### config.mk
export PLATFORM = sky130hd
export DESIGN_NAME = rvx_uart_bus_bridge
export DESIGN_NICKNAME = d
export VERILOG_FILES = /design/src/rtl/rvx_uart_bus_bridge.sv
export SDC_FILE = /design/constraint.sdc
export NUM_CORES = 1
export LEC_CHECK = 0
export BUFFER_PORTS_ARGS = -buffer_cell sky130_fd_sc_hd__buf_2
export CAP_MARGIN = 15
export CORE_MARGIN = 8
export CORE_UTILIZATION = 50
export CTS_BUF_LIST = sky130_fd_sc_hd__clkbuf_8
export DETAILED_ROUTE_END_ITERATION = 16
export PLACE_DENSITY = 0.7
export SYNTH_ARGS = -nofsm -noshare
export SYNTH_HDL_FRONTEND = slang
export SYNTH_SLANG_ARGS = --single-unit
export TNS_END_PERCENT = 100
### constraint.sdc
create_clock -name clock -period 14.6 [get_ports clock]
set_clock_uncertainty 0.15 [all_clocks]
set_input_delay 1.46 -clock clock [delete_from_list [all_inputs] [get_ports clock]]
set_output_delay 1.46 -clock clock [all_outputs]
set_load 0.01 [all_outputs]
### src/rtl/rvx_uart_bus_bridge.sv
// UART debug initiator: 8N1 'W'/'R' command frames become single 32-bit register-bus transactions.
// Request pulses one clock after the last command byte's stop sample; the reply start bit follows the response capture by one clock.
module rvx_uart_bus_bridge #(
    parameter logic [31:0] CYCLES_PER_BAUD = 32'd868,
    parameter logic [31:0] TIMEOUT_CYCLES  = 32'd1024
) (
    input  logic        clock,
    input  logic        reset,
    input  logic        uart_rx,
    output logic        uart_tx,
    output logic [31:0] rw_address,
    input  logic [31:0] read_data,
    output logic        read_request,
    input  logic        read_response,
    output logic [31:0] write_data,
    output logic [3:0]  write_strobe,
    output logic        write_request,
    input  logic        write_response,
    output logic        busy
);
    localparam logic [31:0] HALF_BAUD = CYCLES_PER_BAUD >> 1;
    localparam logic [7:0]  CMD_W = 8'h57;
    localparam logic [7:0]  CMD_R = 8'h52;

    typedef enum logic [2:0] {S_IDLE, S_GET_ADDR, S_GET_DATA, S_ISSUE, S_WAIT, S_SEND} state_t;
    state_t state, state_n;

    logic        rx_meta, rx_s;
    logic        rx_active, rx_vld;
    logic [31:0] rcnt;
    logic [3:0]  rbit;
    logic [7:0]  rsh, rx_byte;

    logic        cmd_write;
    logic [1:0]  bcnt;
    logic [31:0] tcnt;
    logic        resp_ok;

    logic        tx_active;
    logic [31:0] tx_cnt;
    logic [3:0]  tx_bit;
    logic [8:0]  tx_sh;
    logic [23:0] rep_dat;
    logic [1:0]  rep_left;
    logic        tx_last;
    logic [7:0]  rep_first;
    logic [23:0] rep_rest;
    logic [1:0]  rep_n;

    always_ff @(posedge clock or posedge reset) begin
        if (reset) begin
            rx_meta <= 1'b1;
            rx_s    <= 1'b1;
        end else begin
            rx_meta <= uart_rx;
            rx_s    <= rx_meta;
        end
    end

    // Receiver: rbit 0..7 are data bits, rbit 8 is the stop bit.
    always_ff @(posedge clock or posedge reset) begin
        if (reset) begin
            rx_active <= 1'b0;
            rcnt      <= 32'd0;
            rbit      <= 4'd0;
            rsh       <= 8'h00;
            rx_vld    <= 1'b0;
            rx_byte   <= 8'h00;
        end else begin
            rx_vld <= 1'b0;
            if (!rx_active) begin
                if (rx_s) begin
                    rcnt <= 32'd0;
                end else if (rcnt == HALF_BAUD - 32'd1) begin
                    rx_active <= 1'b1;
                    rcnt      <= 32'd0;
                    rbit      <= 4'd0;
                end else begin
                    rcnt <= rcnt + 32'd1;
                end
            end else if (rcnt == CYCLES_PER_BAUD - 32'd1) begin
                rcnt <= 32'd0;
                if (rbit == 4'd8) begin
                    rx_active <= 1'b0;
                    if (rx_s) begin
                        rx_vld  <= 1'b1;
                        rx_byte <= rsh;
                    end
                end else begin
                    rsh  <= {rx_s, rsh[7:1]};
                    rbit <= rbit + 4'd1;
                end
            end else begin
                rcnt <= rcnt + 32'd1;
            end
        end
    end

    assign resp_ok = cmd_write ? write_response : read_response;
    assign tx_last = tx_active && (tx_cnt == CYCLES_PER_BAUD - 32'd1) &&
                     (tx_bit == 4'd9) && (rep_left == 2'd0);
    assign busy    = (state != S_IDLE);

    always_ff @(posedge clock or posedge reset) begin
        if (reset) state <= S_IDLE;
        else       state <= state_n;
    end

    always_comb begin
        state_n = state;
        case (state)
            S_IDLE:     if (rx_vld && (rx_byte == CMD_W || rx_byte == CMD_R)) state_n = S_GET_ADDR;
            S_GET_ADDR: if (rx_vld && bcnt == 2'd3) state_n = cmd_write ? S_GET_DATA : S_ISSUE;
            S_GET_DATA: if (rx_vld && bcnt == 2'd3) state_n = S_ISSUE;
            S_ISSUE:    state_n = S_WAIT;
            // A response on the final counted cycle wins over the timeout.
            S_WAIT:     if (resp_ok || tcnt == TIMEOUT_CYCLES - 32'd1) state_n = S_SEND;
            S_SEND:     if (tx_last) state_n = S_IDLE;
            default:    state_n = S_IDLE;
        endcase
    end

    always_comb begin
        rep_first = 8'h45;
        rep_rest  = 24'h0;
        rep_n     = 2'd0;
        if (resp_ok) begin
            if (cmd_write) begin
                rep_first = 8'h4B;
            end else begin
                rep_first = read_data[7:0];
                rep_rest  = read_data[31:8];
                rep_n     = 2'd3;
            end
        end
    end

    always_ff @(posedge clock or posedge reset) begin
        if (reset) begin
            uart_tx       <= 1'b1;
            rw_address    <= 32'd0;
            write_data    <= 32'd0;
            write_strobe  <= 4'h0;
            read_request  <= 1'b0;
            write_request <= 1'b0;
            cmd_write     <= 1'b0;
            bcnt          <= 2'd0;
            tcnt          <= 32'd0;
            tx_active     <= 1'b0;
            tx_cnt        <= 32'd0;
            tx_bit        <= 4'd0;
            tx_sh         <= 9'h1FF;
            rep_dat       <= 24'h0;
            rep_left      <= 2'd0;
        end else begin
            read_request  <= 1'b0;
            write_request <= 1'b0;
            tcnt <= (state == S_WAIT) ? tcnt + 32'd1 : 32'd0;

            if (state == S_IDLE && state_n == S_GET_ADDR) begin
                cmd_write <= (rx_byte == CMD_W);
                bcnt      <= 2'd0;
            end
            if (rx_vld && state == S_GET_ADDR) begin
                rw_address <= {rx_byte, rw_address[31:8]};
                bcnt       <= bcnt + 2'd1;
            end
            if (rx_vld && state == S_GET_DATA) begin
                write_data <= {rx_byte, write_data[31:8]};
                bcnt       <= bcnt + 2'd1;
            end
            if (state != S_ISSUE && state_n == S_ISSUE) begin
                read_request  <= !cmd_write;
                write_request <= cmd_write;
                write_strobe  <= cmd_write ? 4'hF : 4'h0;
            end

            // Transmitter: start bit goes out on the same edge that enters SEND.
            if (state == S_WAIT && state_n == S_SEND) begin
                write_strobe <= 4'h0;
                rep_dat      <= rep_rest;
                rep_left     <= rep_n;
                tx_sh        <= {1'b1, rep_first};
                uart_tx      <= 1'b0;
                tx_cnt       <= 32'd0;
                tx_bit       <= 4'd0;
                tx_active    <= 1'b1;
            end else if (tx_active) begin
                if (tx_cnt == CYCLES_PER_BAUD - 32'd1) begin
                    tx_cnt <= 32'd0;
                    if (tx_bit == 4'd9) begin
                        if (rep_left != 2'd0) begin
                            tx_sh    <= {1'b1, rep_dat[7:0]};
                            rep_dat  <= {8'h00, rep_dat[23:8]};
                            rep_left <= rep_left - 2'd1;
                            uart_tx  <= 1'b0;
                            tx_bit   <= 4'd0;
                        end else begin
                            tx_active <= 1'b0;
                        end
                    end else begin
                        uart_tx <= tx_sh[0];
                        tx_sh   <= {1'b1, tx_sh[8:1]};
                        tx_bit  <= tx_bit + 4'd1;
                    end
                end else begin
                    tx_cnt <= tx_cnt + 32'd1;
                end
            end
        end
    end
endmodule

==> results of run 1 <==
-- worst max-delay path, stage by stage --
cell and delay [ns]:
buf_2 0.13, inv_8 0.42, buf_4 0.76, buf_4 0.85
-- worst max path at each step --
stage	startpoint	endpoint	slack, ns	cells past startpoint
after floorplan	reset	bcnt[0]	6.62	1
after global placement	reset	rep_dat[21]	10.53	4
after detailed placement	reset	tcnt[22]	10.51	4
after CTS	reset	tcnt[12]	11.09	4
after global routing	reset	tcnt[12]	10.78	4
final	reset	tcnt[22]	11.24	4
-- state kept, by name (all words and copies together), names as in the netlist, 2 cells and up --
name / count
rsh: 8
bcnt: 2
write_data: 32
rcnt: 32
state: 3
rx_byte: 8
tcnt: 32
tx_bit: 4
rbit: 4
rw_address: 32
rep_left: 2
rep_dat: 24
tx_sh: 8
tx_cnt: 32
-- layer usage --
layer  wire [um]  part of all wire, %
met5           0                    0
met4         392                  1.7
met3        1070                  4.6
met2       10600                   46
met1       11000                   48
-- metrics by stage --
step	area, um2	power [mW]	hold WS [ns]	instances	utilization, %
after floorplan	10700	0.673	0.195	994	-
after global placement	11500	0.684	0.210	1340	54.7
after detailed placement	11500	0.684	0.209	1340	54.7
after CTS	12400	1.30	0.214	1414	58.9
after global routing	12400	1.34	0.218	1414	58.9
final	12400	1.29	0.217	1414	58.9
-- power groups by stage --
stage	Combinational [mW]	Sequential, mW	Clock (mW)
after global placement	0.0236	0.660	0
after floorplan	0.0131	0.660	0
after detailed placement	0.0236	0.660	0
after CTS	0.0237	0.649	0.632
final	0.0225	0.649	0.615
after global routing	0.0267	0.649	0.661
-- Yosys cell counts (10+ instances only) --
master	instances
a22o_1	10
mux2i_1	12
or3_1	14
inv_1	13
nand3_1	43
nor3_1	14
o21ai_0	46
a21oi_1	34
dfrtp_1	222
nor2_1	119
mux2_2	81
a2bb2oi_1	19
and3_1	25
and4_1	15
dfstp_2	11
ha_1	10
nand2_1	79
nand4_1	33
nor4_1	17
xnor2_1	21
xor2_1	49
clkbuf_1	32
-- final cells by class --
cell class | count | area [um2]
fill | 1729 | 8650
sequential | 233 | 5840
multi-input combinational | 702 | 4650
clock buffer | 57 | 785
timing repair buffer | 117 | 608
tap | 275 | 344
clock inverter | 17 | 86.3
inverter | 13 | 56.3
-- cells by family (layout without fill, tap and decap cells) --
| group | after synthesis | after routing | synth area share, % |
|---|---|---|---|
| xor+xnor | 70 | 70 | 5.72 |
| compound gates | 124 | 124 | 7.25 |
| flops | 233 | 233 | 54.5 |
| buf+inv | 59 | 204 | 2.35 |
| mux | 93 | 93 | 9.63 |
| fa+ha+maj | 10 | 10 | 1.17 |
| simple gates | 405 | 405 | 19.4 |
==> impl_metrics.env, run 1 <==
export IMPL_vias_per_cell=5.59
export IMPL_root_buffer="clkbuf_8"
export IMPL_ioPinCount=109
export IMPL_cp_start_kind="input pin"
export IMPL_power_frac_comb_pct=1.7
export IMPL_hp_class="reg2reg"
export IMPL_yosysWarnings=0
export IMPL_post_cts_buffers=0
export IMPL_finalHoldViolCount=0
export IMPL_synthCells=994
export IMPL_p_per_area_nw_per_um2=104
export IMPL_synth_async_reset_ratio_pct=100
export IMPL_synth_seq_cells=233
export IMPL_htree_num_levels=2
export IMPL_syn_area_per_cell_um2=10.8
export IMPL_setup_tns_ns=0
export IMPL_cts_tree="done"
export IMPL_grt_usage_pct=17.7
export IMPL_cts_resized=0
export IMPL_grtUsageMet3_pct=3.54
export IMPL_timing_final_crit_share_pct=23.0
export IMPL_p_switching_uw=285
export IMPL_synth_top_cell_area_share_pct=51.8
export IMPL_die_h_um=162
export IMPL_ir_worst_vdd_mv=0.0627
export IMPL_tightest_slew_ns=1.16
export IMPL_end_kind="asynchronous set/reset pin"
export IMPL_rr_worst_depth=7
export IMPL_syn2layout_area_growth_pct=15.4
export IMPL_leakage_nw=6.01
export IMPL_clk_latency_ns=0.54
export IMPL_ant_nets=0
export IMPL_slew_viol_final=0
export IMPL_r2r_setup_slack_ns=11.52
export IMPL_clockBufferDepth=3
export IMPL_core_area_um2=21000
export IMPL_wire_per_inst_um=16.4
export IMPL_gr_usage_met2_pct=27.5
export IMPL_synth_edf_count=0
export IMPL_setup_viol=0
export IMPL_hold_depth=0
export IMPL_antenna_found_initial=0
export IMPL_drc=0
export IMPL_status="completed"
export IMPL_ys_top_cells_by_area="dfrtp_1 52%, mux2_2 8.5%, nor2_1 4.2%, xor2_1 4.0%, nand2_1 2.8%"
export IMPL_overflow=0
export IMPL_first_global_vias=7918
export IMPL_synthFlopType="dfrtp_1"
export IMPL_initial_core_util_pct=51.0
export IMPL_seq_area_frac_synth_pct=54.5
export IMPL_final_nets=1154
export IMPL_grt_busiest_layer="met2"
export IMPL_die_area_um2=26400
export IMPL_r2r_start="state[1]"
export IMPL_grt_pass1_wl_mm=39.6
export IMPL_layout_min_cycle_time_ns=3.36
export IMPL_rsz0062_at_grt="false"
export IMPL_synth_cell_types=53
export IMPL_relSlewSlack_pct=22.6
export IMPL_syn_area_um2=10700
export IMPL_pwr_share_seq_pct=50.4
export IMPL_cp_required_ns=14.97
export IMPL_use_met1_pct=24.8
export IMPL_whs_endpoint="rx_s"
export IMPL_crit_arrival_ns=3.73
export IMPL_fp_row_count=53
export IMPL_layout_commonest_cell="dfrtp_1"
export IMPL_num_vias=7906
export IMPL_wl_mm=23.1
export IMPL_synth_largest_area_cell="dfrtp_1"
export IMPL_cts_made_buffers=40
export IMPL_cts_sinks=233
export IMPL_max_cap_violations=0
export IMPL_io_buffer_count=108
export IMPL_die_w_um=162
export IMPL_p_int_mw=1.00
export IMPL_gp_congestion=0.789
export IMPL_path_clk_slew_ns=0.06
export IMPL_first_iter_violations=637
export IMPL_hold_buffers=0
export IMPL_syn_nets=1041
export IMPL_fmax_ghz=0.297
export IMPL_swShare_pct=22.1
export IMPL_fin_ws_ns=11.24
export IMPL_drt_pre_antenna_iters=4
export IMPL_worstReg2RegEnd="tx_cnt[18]"
export IMPL_clkPwrFrac_pct=47.8
export IMPL_worstPathMaxFanout=96
export IMPL_dp_hpwl_mm=15.2
export IMPL_antennaDiodeCount=0
export IMPL_hold_path_startpoint="rx_meta"
export IMPL_drive_gt1_share_pct=25.1
export IMPL_final_cell_mix="222 x dfrtp_1, 118 x nor2_1, 108 x buf_2"
export IMPL_grt_max_degree=97
export IMPL_critPathKind="in2async"
export IMPL_dp_slack_ns=10.51
Power figures use the tool's default switching activity.
==> run 2, diff against run 1 <==
==> constraint.sdc (replaced) <==
create_clock -name clock -period 3.2 [get_ports clock]
set_clock_uncertainty 0.15 [all_clocks]
set_input_delay 0.32 -clock clock [delete_from_list [all_inputs] [get_ports clock]]
set_output_delay 0.32 -clock clock [all_outputs]
set_load 0.01 [all_outputs]
==> run 2 against run 1 <==
Compared with the run above: first-iteration DRC count fell by 30%; routed wire length decreased by 0.35%; die area is the same; register-to-register slack worse by 11 ns; non-clock buffer count up 42; via count rose by 0.29%; utilization up 2.0 points.
==> impl_metrics.env, run 2 (synthesis results as in run 1) <==
export IMPL_status="completed"
export IMPL_rsz0062_at_grt="false"
export IMPL_hold_slack_ns=0.0616
export IMPL_die_w_um=162
export IMPL_worst_path_max_delay_cell="and2_1"
export IMPL_tightest_slew_ns=0.811
export IMPL_cp_start_kind="register"
export IMPL_io_buffer_count=108
export IMPL_path_clk_slew_ns=0.06
export IMPL_layout_commonest_cell="dfrtp_1"
export IMPL_max_cap_violations=0
export IMPL_relSlewSlack_pct=45.7
export IMPL_antennaDiodeCount=0
export IMPL_drive_gt1_share_pct=24.7
export IMPL_crit_arrival_ns=3.00
export IMPL_final_nets=1195
export IMPL_first_global_vias=7860
export IMPL_setup_viol=0
export IMPL_grt_usage_pct=17.8
export IMPL_cp_num_cells=7
export IMPL_hp_class="in2reg"
export IMPL_worstPathCellList="ha_1, nor4b_1, nand4_1, nor2_1, nand3_1, and2_1, a22o_1"
export IMPL_ir_worst_vdd_mv=0.390
export IMPL_grt_max_degree=120
export IMPL_end_kind="register"
export IMPL_clockBufferDepth=3
export IMPL_overflow=0
export IMPL_finalHoldViolCount=0
export IMPL_ioPinCount=109
export IMPL_r2r_start="tx_cnt[0]"
export IMPL_path_buf_inv=0
export IMPL_hold_path_startpoint="read_data[2]"
export IMPL_fmax_ghz=0.366
export IMPL_cts_sinks=233
export IMPL_hold_depth=4
export IMPL_fp_row_count=53
export IMPL_timing_final_crit_share_pct=85.4
export IMPL_layout_cells_non_filler=1453
export IMPL_num_vias=7929
export IMPL_final_cell_mix="222 x dfrtp_1, 118 x nor2_1, 108 x buf_2"
export IMPL_root_buffer="clkbuf_8"
export IMPL_drt_pre_antenna_iters=5
export IMPL_wire_per_inst_um=15.9
export IMPL_dp_cells=1349
export IMPL_antenna_found_initial=0
export IMPL_vias_per_cell=5.46
export IMPL_ant_nets=0
export IMPL_gp_congestion=0.828
export IMPL_slew_viol_final=0
export IMPL_initial_core_util_pct=51.0
export IMPL_cts_tree="done"
export IMPL_setup_tns_ns=0
export IMPL_clk_latency_ns=0.54
export IMPL_layout_min_cycle_time_ns=2.73
export IMPL_wl_mm=23.1
export IMPL_grt_pass1_wl_mm=39.5
export IMPL_cp_required_ns=3.46
export IMPL_cts_made_buffers=39
export IMPL_max_stage_delay_ns=0.47
export IMPL_first_iter_violations=445
export IMPL_crit_family="simple AND/OR/NAND/NOR gates"
export IMPL_p_per_area_nw_per_um2=467
export IMPL_htree_num_levels=2
export IMPL_die_area_um2=26400
export IMPL_rr_worst_depth=7
export IMPL_die_h_um=162
export IMPL_post_cts_buffers=0
export IMPL_core_area_um2=21000
export IMPL_leakage_nw=6.20
export IMPL_dp_hpwl_mm=15.1
export IMPL_drc=0
export IMPL_syn2layout_area_growth_pct=19.4
export IMPL_cp_startpoint="tx_cnt[0]"
export IMPL_worstPathMaxFanout=18
export IMPL_critPathKind="reg2reg"
==> run 2: cell count changes in the layout (fill, tap and decap cells not counted), moves of 2 or more <==
cell,delta
buf_12,+2
bufinv_16,+3
clkbuf_8,-6
dlygate4sd3_1,+33
buf_4,+7
==> run 2: per-stage QoR <==
step	cell area [um2]	utilization [%]	setup slack, ns	power (mW)
finish	12800	60.9	0.467	5.98
detailed placement	11600	55.1	0.535	3.12
CTS	12800	60.9	0.514	6.07
floorplan	10700	-	-0.311	3.07
global route	12800	60.9	0.256	6.21
global placement	11600	55.1	0.605	3.12
==> run 2: power breakdown <==
group	internal (mW)	total, mW	switching (mW)	leakage [nW]
sequential	2.96	2.96	0.00517	3.19
combinational	0.0559	0.139	0.0836	2.52
clock	1.69	2.88	1.20	0.493
total	4.70	5.98	1.28	6.20
==> run 2: timing repair <==
item | in CTS | in global routing
gates resized for setup | 0 | 0
hold endpoints to repair | 254 | 0
hold buffers | 33 | 0
==> run 2: area by class of cell <==
| type | count | area [um2] |
|---|---|---|
| timing repair buffer | 159 | 1030 |
| inverter | 13 | 52.6 |
| tap | 275 | 344 |
| sequential | 233 | 5840 |
| clock buffer | 51 | 702 |
| clock inverter | 20 | 176 |
| fill | 1713 | 8220 |
| multi-input combinational | 702 | 4650 |
==> run 2: routing by layer <==
layer,up-vias,part of all wire (%),global-route usage [%]
met5,-,0,0
met4,0,1.5,4.67
met3,32,4.4,3.34
met2,168,47,27.9
met1,3889,47,24.9
li1,3840,-,-
==> run 2: worst paths after layout <==
kind,endpoint,slack [ns]
max,rep_dat[21],0.47
min in group asynchronous,rcnt[0],0.08
min reg2reg,rx_s,0.22
min,tx_sh[2],0.06
max reg2reg,rep_dat[21],0.47
max in group asynchronous,tcnt[28],1.98
==> run 2: worst reg2reg max path, stage by stage, from the launching register on <==
cell	delay, ns
dfrtp_1	0.40
ha_1	0.24
nor4b_1	0.35
nand4_1	0.14
nor2_1	0.20
nand3_1	0.45
and2_1	0.47
a22o_1	0.23
==> run 3, diff against run 2 <==
--- a/config.mk
+++ b/config.mk
@@ -8,10 +8,11 @@
 export BUFFER_PORTS_ARGS = -buffer_cell sky130_fd_sc_hd__buf_2
 export CAP_MARGIN = 15
 export CORE_MARGIN = 8
-export CORE_UTILIZATION = 50
+export CORE_UTILIZATION = 55
 export CTS_BUF_LIST = sky130_fd_sc_hd__clkbuf_8
 export DETAILED_ROUTE_END_ITERATION = 16
-export PLACE_DENSITY = 0.7
+export PLACE_DENSITY = 0.76
+export RECOVER_POWER = 100
 export SYNTH_ARGS = -nofsm -noshare
 export SYNTH_HDL_FRONTEND = slang
 export SYNTH_SLANG_ARGS = --single-unit
==> run 3 against run 2 <==
Compared with the run above: the run now ends with capacitance limit, slew limit left; design area shrank 1.9%; die area shrank 8.2%; setup slack lost 0.040 ns.
==> impl_metrics.env, run 3 (synthesis results as in run 1) <==
export IMPL_status="finished with violations"
export IMPL_violations="capacitance limit, slew limit"
export IMPL_rr_worst_depth=5
export IMPL_gp_congestion=0.838
export IMPL_drt_pre_antenna_iters=5
export IMPL_fin_ws_ns=0.427
export IMPL_grt_usage_pct=20.1
export IMPL_finalInstanceArea_um2=12600
export IMPL_die_w_um=156
export IMPL_multi_input_area_um2=4620
export IMPL_clockBufferDepth=3
export IMPL_root_buffer="clkbuf_8"
export IMPL_timing_final_crit_share_pct=86.7
export IMPL_vias_per_cell=5.64
export IMPL_dp_slack_ns=0.543
export IMPL_post_cts_buffers=0
export IMPL_ant_nets=0
export IMPL_clkPwrFrac_pct=46.1
export IMPL_setup_tns_ns=0
export IMPL_fp_row_count=51
export IMPL_end_kind="register"
export IMPL_cts_made_buffers=40
export IMPL_clk_latency_ns=0.54
export IMPL_r2r_setup_slack_ns=0.43
export IMPL_grt_pass1_wl_mm=40.3
export IMPL_ioPinCount=109
export IMPL_initial_core_util_pct=55.6
export IMPL_r2r_start="state[0]"
export IMPL_hp_class="in2reg"
export IMPL_die_h_um=156
export IMPL_htree_num_levels=2
export IMPL_cp_start_kind="register"
export IMPL_final_nets=1199
export IMPL_swShare_pct=22.5
export IMPL_hold_depth=4
export IMPL_slew_viol_final=35
export IMPL_die_area_um2=24200
export IMPL_m1WireLength_mm=10.6
export IMPL_path_clk_slew_ns=0.06
export IMPL_fillers=1539
export IMPL_final_util_pct=65.1
export IMPL_p_per_area_nw_per_um2=458
export IMPL_syn2layout_area_growth_pct=17.1
export IMPL_wire_per_inst_um=16.6
export IMPL_leakage_nw=5.82
export IMPL_grt_max_degree=88
export IMPL_cts_tree="done"
export IMPL_worstReg2RegEnd="bcnt[0]"
export IMPL_layout_min_cycle_time_ns=2.77
export IMPL_worstPathMaxFanout=34
export IMPL_antenna_found_initial=0
export IMPL_num_vias=8146
export IMPL_first_global_vias=8150
export IMPL_critPathKind="reg2reg"
export IMPL_overflow=0
export IMPL_setup_viol=0
export IMPL_seq_area_um2=5840
export IMPL_drive_gt1_share_pct=17.3
export IMPL_antennaDiodeCount=0
export IMPL_power_mw=5.75
export IMPL_highest_layer="met4"
export IMPL_met3_wirelength_mm=1.14
export IMPL_postPlaceCellArea_um2=11600
export IMPL_rsz0062_at_grt="false"
export IMPL_p_int_mw=4.45
export IMPL_hold_path_startpoint="write_response"
export IMPL_final_cell_mix="222 x dfrtp_1, 118 x nor2_1, 81 x clkbuf_1"
export IMPL_crit_arrival_ns=3.03
export IMPL_tightest_slew_ns=1.72
export IMPL_ir_worst_vdd_mv=0.398
export IMPL_cp_required_ns=3.46
export IMPL_drc=0
export IMPL_power_frac_comb_pct=2.4
export IMPL_wl_mm=24.0
export IMPL_dp_hpwl_mm=15.4
export IMPL_finalHoldViolCount=0
export IMPL_fmax_ghz=0.361
export IMPL_layout_commonest_cell="dfrtp_1"
export IMPL_cts_sinks=233
export IMPL_io_buffer_count=108
export IMPL_first_iter_violations=488
export IMPL_p_switching_mw=1.30
export IMPL_met2_length_mm=11.7
export IMPL_whs_endpoint="tx_sh[2]"
export IMPL_max_cap_violations=1
export IMPL_pwr_share_seq_pct=51.5
export IMPL_relSlewSlack_pct=-14.5
export IMPL_core_area_um2=19300
run 3: changes by cell type in the layout (fill, tap and decap cells not counted), moves of 2 or more:
cell       before  now
and2_1          6    4
or4_1           3    5
bufinv_16       3    0
buf_4          16    5
buf_2         108   36
and2_0          0    2
or4_4           2    0
clkbuf_1        0   81
clkbuf_2        0    4
run 3: final cells by class:
| cell class | count | area share, % |
|---|---|---|
| clock inverter | 19 | 0.768 |
| timing repair buffer | 162 | 7.25 |
| sequential | 233 | 46.6 |
| clock buffer | 51 | 5.59 |
| multi-input combinational | 702 | 36.8 |
| tap | 265 | 2.64 |
| inverter | 13 | 0.399 |
run 3: worst max path at each step:
stage / slack (ns) / depth (start not counted) / startpoint / end
2_1_floorplan: -0.31 / 1 / reset / bcnt[0]
3_3_place_gp: 0.59 / 6 / tx_cnt[10] / tx_sh[0]
3_5_place_dp: 0.54 / 6 / tx_cnt[19] / tx_sh[0]
4_1_cts: 0.52 / 6 / tx_cnt[18] / tx_sh[0]
5_1_grt: 0.17 / 6 / tcnt[17] / tx_cnt[28]
6_report: 0.43 / 5 / state[0] / bcnt[0]
run 3: per-stage QoR:
stage | std cells | hold WS, ns
floorplan | 994 | 0.174
global placement | 1341 | 0.198
detailed placement | 1341 | 0.202
CTS | 1445 | 0.0492
global route | 1445 | 0.105
finish | 1445 | 0.0824
run 3: power groups by stage:
stage / Sequential [mW] / Clock, mW / Combinational [mW]
2_1_floorplan: 3.01 / 0 / 0.0604
3_3_place_gp: 3.01 / 0 / 0.111
3_5_place_dp: 3.01 / 0 / 0.112
4_1_cts: 2.96 / 2.72 / 0.144
5_1_grt: 2.96 / 2.85 / 0.159
6_report: 2.96 / 2.65 / 0.138
run 3: repair_timing:
item	in CTS	in global routing
hold endpoints to repair	51	0
gates resized for setup	0	0
hold buffers	34	0
run 3: worst max-delay path, stage by stage, from the launching register on:
cell and delay (ns):
dfrtp_1 0.49, nor3_1 0.26, clkbuf_1 1.26, nor2_1 0.21, nand3_1 0.16, o21ai_0 0.09
run 3: per-layer routing:
layer / vias to the layer above / track usage, %
li1: 3841 / -
met1: 4036 / 26.2
met2: 204 / 32.6
met3: 65 / 4.07
met4: 0 / 7.62
met5: - / 0
